[src/rtl/uart_pkg.sv]
// Frame constants and receiver state encoding shared by the UART RX and TX sides.
package uart_pkg;

  typedef enum logic [2:0] {
    IDLE,
    START,
    DATA,
    STOP,
    WAIT_IDLE
  } rx_state_t;

  localparam int UART_DATA_BITS = 8;

endpackage

[src/rtl/uart_sync2.sv]
// Two-flop synchronizer for a single asynchronous input, reset to a chosen level.
module uart_sync2 #(
  parameter logic RESET_VALUE = 1'b1
) (
  input  logic system_clock,
  input  logic rst,
  input  logic d,
  output logic q
);

  logic meta;

  always_ff @(posedge system_clock or posedge rst) begin
    if (rst) begin
      meta <= RESET_VALUE;
      q    <= RESET_VALUE;
    end else begin
      meta <= d;
      q    <= meta;
    end
  end

endmodule

[src/rtl/uart_rx_phy_fsm.sv]
// 8N1 UART receiver: oversamples rx on clock_enable ticks, emits one-cycle
// rx_valid / framing_error pulses and counts good bytes.
module uart_rx_phy_fsm
  import uart_pkg::*;
#(
  parameter int OVERSAMPLE = 16,
  parameter int CNT_W      = 17
) (
  input  logic             system_clock,
  input  logic             rst,
  input  logic             clock_enable,
  input  logic             rx,
  output logic [7:0]       rx_data,
  output logic             rx_valid,
  output logic             framing_error,
  output logic             busy,
  output logic [CNT_W-1:0] byte_count
);

  localparam int SCNT_W = $clog2(OVERSAMPLE);
  localparam int BCNT_W = $clog2(UART_DATA_BITS + 1);
  localparam logic [SCNT_W-1:0] HALF_LAST = SCNT_W'(OVERSAMPLE / 2 - 1);
  localparam logic [SCNT_W-1:0] FULL_LAST = SCNT_W'(OVERSAMPLE - 1);
  localparam logic [BCNT_W-1:0] LAST_BIT  = BCNT_W'(UART_DATA_BITS - 1);

  rx_state_t          state, state_next;
  logic [SCNT_W-1:0]  sample_cnt, sample_cnt_next;
  logic [BCNT_W-1:0]  bit_cnt, bit_cnt_next;
  logic [7:0]         shift_reg, shift_next;
  logic [7:0]         rx_data_next;
  logic               rx_valid_next, framing_error_next;
  logic [CNT_W-1:0]   byte_count_next;
  logic               rx_s;

  uart_sync2 #(.RESET_VALUE(1'b1)) u_sync (
    .system_clock (system_clock),
    .rst          (rst),
    .d            (rx),
    .q            (rx_s)
  );

  always_ff @(posedge system_clock or posedge rst) begin
    if (rst) begin
      state         <= IDLE;
      sample_cnt    <= '0;
      bit_cnt       <= '0;
      shift_reg     <= '0;
      rx_data       <= '0;
      rx_valid      <= 1'b0;
      framing_error <= 1'b0;
      byte_count    <= '0;
    end else begin
      state         <= state_next;
      sample_cnt    <= sample_cnt_next;
      bit_cnt       <= bit_cnt_next;
      shift_reg     <= shift_next;
      rx_data       <= rx_data_next;
      rx_valid      <= rx_valid_next;
      framing_error <= framing_error_next;
      byte_count    <= byte_count_next;
    end
  end

  // Pulses default low every cycle so they last one clock even between ticks.
  always_comb begin
    state_next         = state;
    sample_cnt_next    = sample_cnt;
    bit_cnt_next       = bit_cnt;
    shift_next         = shift_reg;
    rx_data_next       = rx_data;
    byte_count_next    = byte_count;
    rx_valid_next      = 1'b0;
    framing_error_next = 1'b0;

    if (clock_enable) begin
      case (state)
        IDLE: begin
          if (!rx_s) begin
            state_next      = START;
            sample_cnt_next = '0;
          end
        end
        START: begin
          if (sample_cnt == HALF_LAST) begin
            sample_cnt_next = '0;
            bit_cnt_next    = '0;
            state_next      = rx_s ? IDLE : DATA;
          end else begin
            sample_cnt_next = sample_cnt + SCNT_W'(1);
          end
        end
        DATA: begin
          if (sample_cnt == FULL_LAST) begin
            shift_next      = {rx_s, shift_reg[7:1]};
            sample_cnt_next = '0;
            bit_cnt_next    = bit_cnt + BCNT_W'(1);
            if (bit_cnt == LAST_BIT) state_next = STOP;
          end else begin
            sample_cnt_next = sample_cnt + SCNT_W'(1);
          end
        end
        STOP: begin
          if (sample_cnt == FULL_LAST) begin
            sample_cnt_next = '0;
            if (rx_s) begin
              rx_data_next    = shift_reg;
              rx_valid_next   = 1'b1;
              byte_count_next = byte_count + CNT_W'(1);
              state_next      = IDLE;
            end else begin
              framing_error_next = 1'b1;
              state_next         = WAIT_IDLE;
            end
          end else begin
            sample_cnt_next = sample_cnt + SCNT_W'(1);
          end
        end
        WAIT_IDLE: begin
          if (rx_s) state_next = IDLE;
        end
        default: state_next = IDLE;
      endcase
    end
  end

  assign busy = (state != IDLE);

endmodule
[config.mk]
export PLATFORM = sky130hd
export DESIGN_NAME = uart_rx_phy_fsm
export DESIGN_NICKNAME = d
export VERILOG_FILES = /design/src/rtl/uart_pkg.sv /design/src/rtl/uart_sync2.sv /design/src/rtl/uart_rx_phy_fsm.sv
export SDC_FILE = /design/constraint.sdc
export NUM_CORES = 1
export LEC_CHECK = 0
export CORE_ASPECT_RATIO = 1.5
export CORE_MARGIN = 2
export CORE_UTILIZATION = 30
export DETAILED_ROUTE_END_ITERATION = 10
export PLACE_DENSITY = 0.49
export SKIP_CTS_REPAIR_TIMING = 1
export SLEW_MARGIN = 20
export SYNTH_ARGS = -nofsm -noshare
export SYNTH_HDL_FRONTEND = slang
export SYNTH_SLANG_ARGS = --single-unit
[constraint.sdc]
create_clock -name system_clock -period 4.05 [get_ports system_clock]
set_input_delay 1.215 -clock system_clock [delete_from_list [all_inputs] [get_ports system_clock]]
set_output_delay 1.215 -clock system_clock [all_outputs]
set_load 0.03 [all_outputs]
==> results of run 1 <==
-- cell usage after synthesis (all sizes together) --
cell type,n
dfrtp,46
mux2,18
xnor2,15
nand3,10
nand4,10
nand2,9
o21ai,8
nor2,7
and3,5
a21oi,4
buf,4
a31oi,3
ha,3
inv,3
a32o,2
and2,2
and3b,2
dfstp,2
nand2b,2
nand4b,2
nor3,2
nor4,2
or3b,2
a22o,1
and4,1
clkbuf,1
mux2i,1
nor2b,1
nor3b,1
o2111ai,1
o22ai,1
o31ai,1
o32a,1
o32ai,1
or2,1
or4,1
xor2,1
-- worst reg2reg max path, cell delays in order (launching register included) --
cell and delay, ps:
dfrtp_1 430, ha_1 290, and3b_1 230, o32a_1 380, or4_1 480, o21ai_0 80
-- layer usage --
metal  global-route usage, %  vias to the layer above  part of all wire [%]
met5                       0                        -                     0
met4                    5.95                        0                   2.2
met3                    2.25                        7                   3.3
met2                    19.2                       26                    50
met1                    14.6                      721                    44
li1                        -                      718                     -
-- worst max-delay path by stage --
stage | startpoint | end | slack, ps | cells after the start
floorplan | clock_enable | byte_count[1] | 1680 | 4
global placement | clock_enable | byte_count[11] | 980 | 5
detailed placement | clock_enable | sample_cnt[3] | 980 | 5
CTS | state[1] | busy | 1090 | 3
global route | state[1] | busy | 1010 | 3
finish | state[1] | busy | 1110 | 3
-- layout make-up --
cell class	instances	area [µm²]	share of cell area (%)
Clock buffer	5	68.8	2.60
Clock inverter	3	46.3	1.75
Inverter	3	12.5	0.473
Multi-Input combinational cell	121	897	33.9
Sequential cell	48	1200	45.5
Tap cell	78	97.6	3.69
Timing Repair Buffer	32	318	12.0
-- kinds of logic (layout without fill, tap and decap cells) --
family	count (synthesis)	after routing	share of synthesized area (%)
compound gates	23	23	6.95
xor+xnor	16	16	6.54
fa+ha+maj	3	3	1.75
buf+inv	8	43	1.93
flops	48	48	56.2
mux	19	19	9.93
simple gates	60	60	16.7
-- metrics by stage --
step                total power, W  hold slack, ps  cell area [µm²]  cells
floorplan                 0.000738             345             2140    177
global placement          0.000802             347             2530    282
detailed placement        0.000797             348             2530    282
CTS                        0.00116             362             2640    290
global route               0.00121             368             2640    290
finish                     0.00115             362             2640    290
-- where the power goes --
part	internal (W)	switching [W]
Clock	0.000186	0.000172
Combinational	0.0000951	0.000110
Sequential	0.000515	0.0000672
==> impl_results.md, run 1 <==
- Post-Synthesis Cells: 177
- H-tree levels: 2
- Clock Skew: 4.27 ps
- CTS tree: done
- Sequential area share after synthesis: 56.2%
- Most common cell after layout, fill and taps aside: dfrtp_1
- Core area: 6900 µm²
- Ranking of synthesized cells by area: dfrtp_1 54%, mux2_2 9.5%, xnor2_1 6.1%
- Final #Nets: 218
- Worst-path clk slew: 90 ps
- Netlist cell types: 42
- FF+latch count, synth: 48
- Max cap viols: 0
- Initial core utilization: 31.1%
- GRT Overall Usage: 11.8%
- TritonCTS Buffers: 5
- Hold Fails Final Rpt: 0
- Reg2Reg Setup Slack: 2080 ps
- Later-pin clock latency in the skew report: 300 ps
- Synthesized Nets: 184
- Hpwl dp: 2880 µm
- Port Buf Inserts: 31
- Number of global-route vias before repair: 1,498
- WP data arrival: 1730 ps
- Critical Path Sink Type: primary output
- HP Class: reg -> reg
- Drt pass-1 iters: 4
- Worst-path cell chain: nor2_1 -> nand2_1 -> clkdlybuf4s50_1
- Setup-failing EPs final: 0
- First-pass GRT wire length: 7210 µm
- Share of layout cells above drive strength 1: 17.0%
- Setup WS pre-CTS: 981 ps
- Via count: 1,472
- DIE AREA: 7850 µm²
- DRC: 0
- Top Ports: 32
- Cell Area, Synth: 2140 µm²
- R2R Path End: sample_cnt[3]
- Maximum clock insertion buffer count: 2
- Unrepaired setup endpoints after global routing: false
- Least-Margin Pin Slew: 833 ps
- Area share of the largest cell type after synthesis: 53.7%
- Setup Crit Path Kind: reg -> out
- Largest net degree at the start of global routing: 49
- PwrDens: 433 nW/µm²
- Startpoint Class: flop
- Fin crit share: 72.7%
- RR Startpoint: sample_cnt[0]
- GP Congestion: 0.707
- Minimum clock period: 2940 ps
- Die extent in y: 107 µm
- Wire per inst: 14.5 µm
- Final Max Tran Viols: 0
- Global route overflow: 0
- Outcome: complete, no violations
- Static leakage: 1.14 nW
- FF-to-FF path depth: 5
- Crit path max fanout: 14
- Worst Path Buf+Inv: 1
- Worst Hold Depth: 0
- Synth area leader: dfrtp_1
- Fmax: 0.340 GHz
- Clk sink count: 48
- CP peak stage delay: 660 ps
- Mapped Avg Cell Area: 12.1 µm²
- Util after Layout: 38.3%
- Via density: 5.08
- Max reg flops: 17
- ANT nets after route: 0
- DR iter-0 viols: 109
- Fillers: 678
- Final WL: 4210 µm
- FP Rows: 37
- Worst slew margin: 44.4%
- Crit-path slowest cell: clkdlybuf4s50_1
- Critical path's top delay family: buffers and inverters
- Worst Hold Path EP: u_sync.q
- Fin worst setup slack: 1110 ps
- Synthesis-to-layout area growth: 23.4%
- VDD IR-drop max: 0.000198 V
- Initial antenna violation count: 0
- CP required: 2830 ps
- Number of diodes: 0
- Most frequent cells in the layout: 46 x dfrtp_1, 31 x clkdlybuf4s50_1, 18 x mux2_2, 15 x xnor2_1, 10 x nand3_1
- YS warnings: 0
- Die X: 73.0 µm
- Hold path start: u_sync.meta
- Setup TNS: 0 ps
- Clock root buffer: clkbuf_8
Power figures use the tool's default switching activity.
==> inputs of run 2 (changes only) <==
==> constraint.sdc (replaced) <==
create_clock -name system_clock -period 2.95 [get_ports system_clock]
set_input_delay 0.885 -clock system_clock [delete_from_list [all_inputs] [get_ports system_clock]]
set_output_delay 0.885 -clock system_clock [all_outputs]
set_load 0.03 [all_outputs]
==> run 2 against run 1 <==
Effect of this change: clock skew is essentially flat; largest power group unchanged; first-iteration DRC count rose by 21%; non-clock buffer count rose by 4; global-route usage is 0.23 points higher; wire length rose by 0.26%; count of clock-buffer cells in the layout rose by 2; power is 40% higher; critical path type unchanged; clock power increased by 46%; worst hold slack about the same; final cell count rose by 1.4%.
==> impl_results.md, run 2 (synthesis gave the netlist of run 1 again) <==
- First-pass GRT wire length: 7440 µm
- Global route overflow: 0
- Maximum clock insertion buffer count: 2
- Top Ports: 32
- Clock root buffer: clkbuf_8
- Via count: 1,474
- Worst Path Buf+Inv: 1
- Number of global-route vias before repair: 1,543
- ANT nets after route: 0
- Worst slew margin: 58.2%
- Unrepaired setup endpoints after global routing: false
- Die X: 73.0 µm
- Placed cell areas: 2570 µm²
- Number of diodes: 0
- Critical Path Sink Type: primary output
- Fin crit share: 89.1%
- Share of layout cells above drive strength 1: 18.5%
- GRT Overall Usage: 12.0%
- CP Depth: 3
- Via density: 5.01
- Post-route cell area: 2700 µm²
- Initial antenna violation count: 0
- Startpoint Class: flop
- Most common cell after layout, fill and taps aside: dfrtp_1
- Max cap viols: 0
- Max reg flops: 17
- PwrDens: 595 nW/µm²
- HP Class: reg -> reg
- Most frequent cells in the layout: 46 x dfrtp_1, 31 x clkdlybuf4s50_1, 18 x mux2_2, 15 x xnor2_1, 10 x nand3_1
- Critical path's top delay family: buffers and inverters
- Wire per inst: 14.4 µm
- Drt pass-1 iters: 4
- GP Congestion: 0.711
- Clk sink count: 48
- TritonCTS Buffers: 5
- Synthesis-to-layout area growth: 25.9%
- Clock Skew: 4.26 ps
- Worst Hold Depth: 0
- DIE AREA: 7850 µm²
- Die extent in y: 107 µm
- Setup Crit Path Kind: reg -> out
- CTS tree: done
- H-tree levels: 2
- Final #Nets: 222
- CP peak stage delay: 660 ps
- Minimum clock period: 2630 ps
- Final Max Tran Viols: 0
- Least-Margin Pin Slew: 626 ps
- Later-pin clock latency in the skew report: 300 ps
- WP data arrival: 1740 ps
- FF-to-FF path depth: 5
- Largest net degree at the start of global routing: 49
- Worst-path cell chain: nor2_1 -> nand2_1 -> clkdlybuf4s50_1
- Static leakage: 1.18 nW
- Setup TNS: 0 ps
- Outcome: complete, no violations
- Hpwl dp: 2880 µm
- Initial core utilization: 31.1%
- Final WL: 4220 µm
- FP Rows: 37
- CP required: 2070 ps
- Fmax: 0.381 GHz
- Final Power: 0.00160 W
- Hold Fails Final Rpt: 0
- Port Buf Inserts: 31
- VDD IR-drop max: 0.000313 V
- DRC: 0
- Setup-failing EPs final: 0
- Crit path max fanout: 14
- Crit-path slowest cell: clkdlybuf4s50_1
- Core area: 6900 µm²
- Worst-path clk slew: 90 ps
- DR iter-0 viols: 132
## run 2: changes by cell type in the layout (fill, tap and decap cells not counted), sizes merged
cell,before,now
buf,1,5
clkbuf,5,7
clkinv,1,0
clkinvlp,1,0
## run 2: per-stage QoR
stage	cells	hold slack, ps	util [%]	setup WS (ps)
finish	294	361	39.1	322
detailed placement	286	349	37.3	244
global placement	286	348	37.3	288
CTS	294	363	39.1	321
floorplan	177	345	-	914
global route	294	364	39.1	205
## run 2: per-layer routing
metal  up-vias  track usage [%]  wire length [µm]
li1        721                -                 -
met2        23             19.2              2080
met5         -                0                 0
met4         0             5.95                98
met3         8             2.15               140
met1       722             15.4              1900
## run 2: layout make-up
class                           count  area, µm²
Clock inverter                      1       30.0
Tap cell                           78       97.6
Timing Repair Buffer               36        360
Fill cell                         689       4200
Sequential cell                    48       1200
Multi-Input combinational cell    121        897
Inverter                            3       11.3
Clock buffer                        7       96.3
## run 2: power by group
group / internal, W / total [W] / switching (W)
registers: 0.000707 / 0.000801 / 0.0000946
logic: 0.000133 / 0.000282 / 0.000149
clock network: 0.000299 / 0.000521 / 0.000222
## run 2: worst paths after layout
| check | from | slack, ps | to |
|---|---|---|---|
| setup reg to reg | sample_cnt[0] | 980 | sample_cnt[3] |
| setup / recovery | state[1] | 320 | busy |
| hold reg to reg | u_sync.meta | 360 | u_sync.q |
| min in group asynchronous | rst | 1050 | rx_data[4] |
| hold / removal | u_sync.meta | 360 | u_sync.q |
| max in group asynchronous | rst | 1470 | byte_count[8] |
## run 2: worst register-to-register path, stage by stage (launching register included)
cell,delay (ps)
dfrtp_1,430
ha_1,300
and3b_1,220
o32a_1,380
or4_1,470
o21ai_0,90
==> inputs of run 3 (changes only) <==
--- a/config.mk
+++ b/config.mk
@@ -8,6 +8,7 @@
 export CORE_ASPECT_RATIO = 1.5
 export CORE_MARGIN = 2
 export CORE_UTILIZATION = 30
+export CTS_BUF_LIST = sky130_fd_sc_hd__clkbuf_2
 export DETAILED_ROUTE_END_ITERATION = 10
 export PLACE_DENSITY = 0.49
 export SKIP_CTS_REPAIR_TIMING = 1
==> run 3 against run 2 <==
Effect of this change: non-clock buffer count is the same; count of clock-buffer cells in the layout fell by 2; maximum frequency is 6.0% lower; final cell count increased by 0.34%; wire length down 0.64%; register-to-register slack worse by 30 ps; sequential power hardly changed; first-iteration DRC count up 0.76%; core utilization fell by 0.89 points; sequential share of layout area up 1.0 points; combinational power about the same; largest cell class unchanged; largest power group unchanged; highest routed layer unchanged.
==> impl_results.md, run 3 (synthesis gave the netlist of run 1 again) <==
- Outcome: complete, no violations
- Worst-path cell chain: nor2_1 -> nand2_1 -> clkdlybuf4s50_1
- Startpoint Class: flop
- Drt pass-1 iters: 4
- Most common cell after layout, fill and taps aside: dfrtp_1
- Fin crit share: 94.8%
- Die X: 73.0 µm
- VDD IR-drop max: 0.000214 V
- RR Startpoint: sample_cnt[0]
- Worst Hold Path EP: u_sync.q
- ANT nets after route: 0
- Setup TNS: 0 ps
- Clock Skew: 7.45 ps
- Static leakage: 1.15 nW
- WP data arrival: 1910 ps
- Crit-path slowest cell: clkdlybuf4s50_1
- Core area: 6900 µm²
- Critical Path Sink Type: primary output
- Least-Margin Pin Slew: 625 ps
- DRC: 0
- Hold Fails Final Rpt: 0
- CTS tree: done
- Hpwl dp: 2880 µm
- Setup-failing EPs final: 0
- Setup Crit Path Kind: reg -> out
- Maximum clock insertion buffer count: 2
- Later-pin clock latency in the skew report: 420 ps
- TritonCTS Buffers: 5
- HP Class: reg -> reg
- Share of layout cells above drive strength 1: 17.6%
- Fillers: 702
- Initial antenna violation count: 1
- Via count: 1,478
- Top Ports: 32
- Hold path start: u_sync.meta
- Via density: 5.01
- GP Congestion: 0.711
- Max reg flops: 17
- Clock root buffer: clkbuf_2
- Final WL: 4200 µm
- Number of global-route vias before repair: 1,549
- Largest net degree at the start of global routing: 49
- Initial core utilization: 31.1%
- Worst-path clk slew: 230 ps
- Final #Nets: 222
- CP required: 2070 ps
- PwrDens: 544 nW/µm²
- Max cap viols: 0
- Minimum clock period: 2800 ps
- Global route overflow: 0
- CP peak stage delay: 660 ps
- Port Buf Inserts: 31
- DR iter-0 viols: 133
- Most frequent cells in the layout: 46 x dfrtp_1, 31 x clkdlybuf4s50_1, 18 x mux2_2, 15 x xnor2_1, 10 x nand3_1
- H-tree levels: 2
- Wire per inst: 14.2 µm
- Fmax: 0.358 GHz
- FP Rows: 37
- Die extent in y: 107 µm
- Clk sink count: 48
- Worst Hold Depth: 0
- Crit path max fanout: 14
- FF-to-FF path depth: 5
- Reg2Reg Setup Slack: 950 ps
- Final Power: 0.00143 W
- DIE AREA: 7850 µm²
- Hold WS: 375 ps
- Unrepaired setup endpoints after global routing: false
- Worst slew margin: 58.3%
- GRT Overall Usage: 12.0%
- Synthesis-to-layout area growth: 23.0%
- R2R Path End: sample_cnt[3]
- First-pass GRT wire length: 7450 µm
- Final Max Tran Viols: 0
-- run 3: cell types whose count changed in the layout (fill, tap and decap cells not counted) --
cell and change:
clkbuf_8 -7, clkinv_1 +2, clkbuf_2 +5, diode_2 +1
-- run 3: cell type report --
cell class,instances,area [µm²],share of cell area [%]
Sequential cell,48,1200,45.7
Multi-Input combinational cell,121,897,34.0
Timing Repair Buffer,36,360,13.7
Tap cell,78,97.6,3.70
Clock inverter,3,37.5,1.42
Clock buffer,5,25.0,0.950
Inverter,3,11.3,0.427
Antenna cell,1,2.50,0.0950
-- run 3: per-layer routing --
layer,global-route usage [%],wire (µm),part of all wire [%]
met5,0,0,0
met1,15.3,1860,44
met3,2.43,143,3.4
met2,19.3,2100,50
met4,5.56,90,2.1
-- run 3: where the power goes --
part,total [W],internal (W),switching [W]
logic,0.000282,0.000133,0.000149
clock network,0.000349,0.000138,0.000211
registers,0.000803,0.000708,0.0000949
-- run 3: per-stage QoR --
step	setup WS [ps]	utilization, %	instance area [µm²]	instances
6_report	155	38.2	2640	295
5_1_grt	5.80	38.2	2640	295
4_1_cts	140	38.2	2630	294
3_5_place_dp	244	37.3	2570	286
3_3_place_gp	288	37.3	2570	286
2_1_floorplan	914	-	2140	177
-- run 3: worst max path at each step --
stage / cells past startpoint / startpoint / end
2_1_floorplan: 4 / clock_enable / byte_count[1]
3_3_place_gp: 5 / clock_enable / byte_count[11]
3_5_place_dp: 5 / clock_enable / byte_count[11]
4_1_cts: 3 / state[1] / busy
5_1_grt: 3 / state[1] / busy
6_report: 3 / state[1] / busy
-- run 3: worst max-delay path, delay by kind of cell, from the launching register on --
family                 cells  cell delay (ps)
buffers and inverters      1              660
flip-flops                 1              640
AND/OR/NAND/NOR            2              190
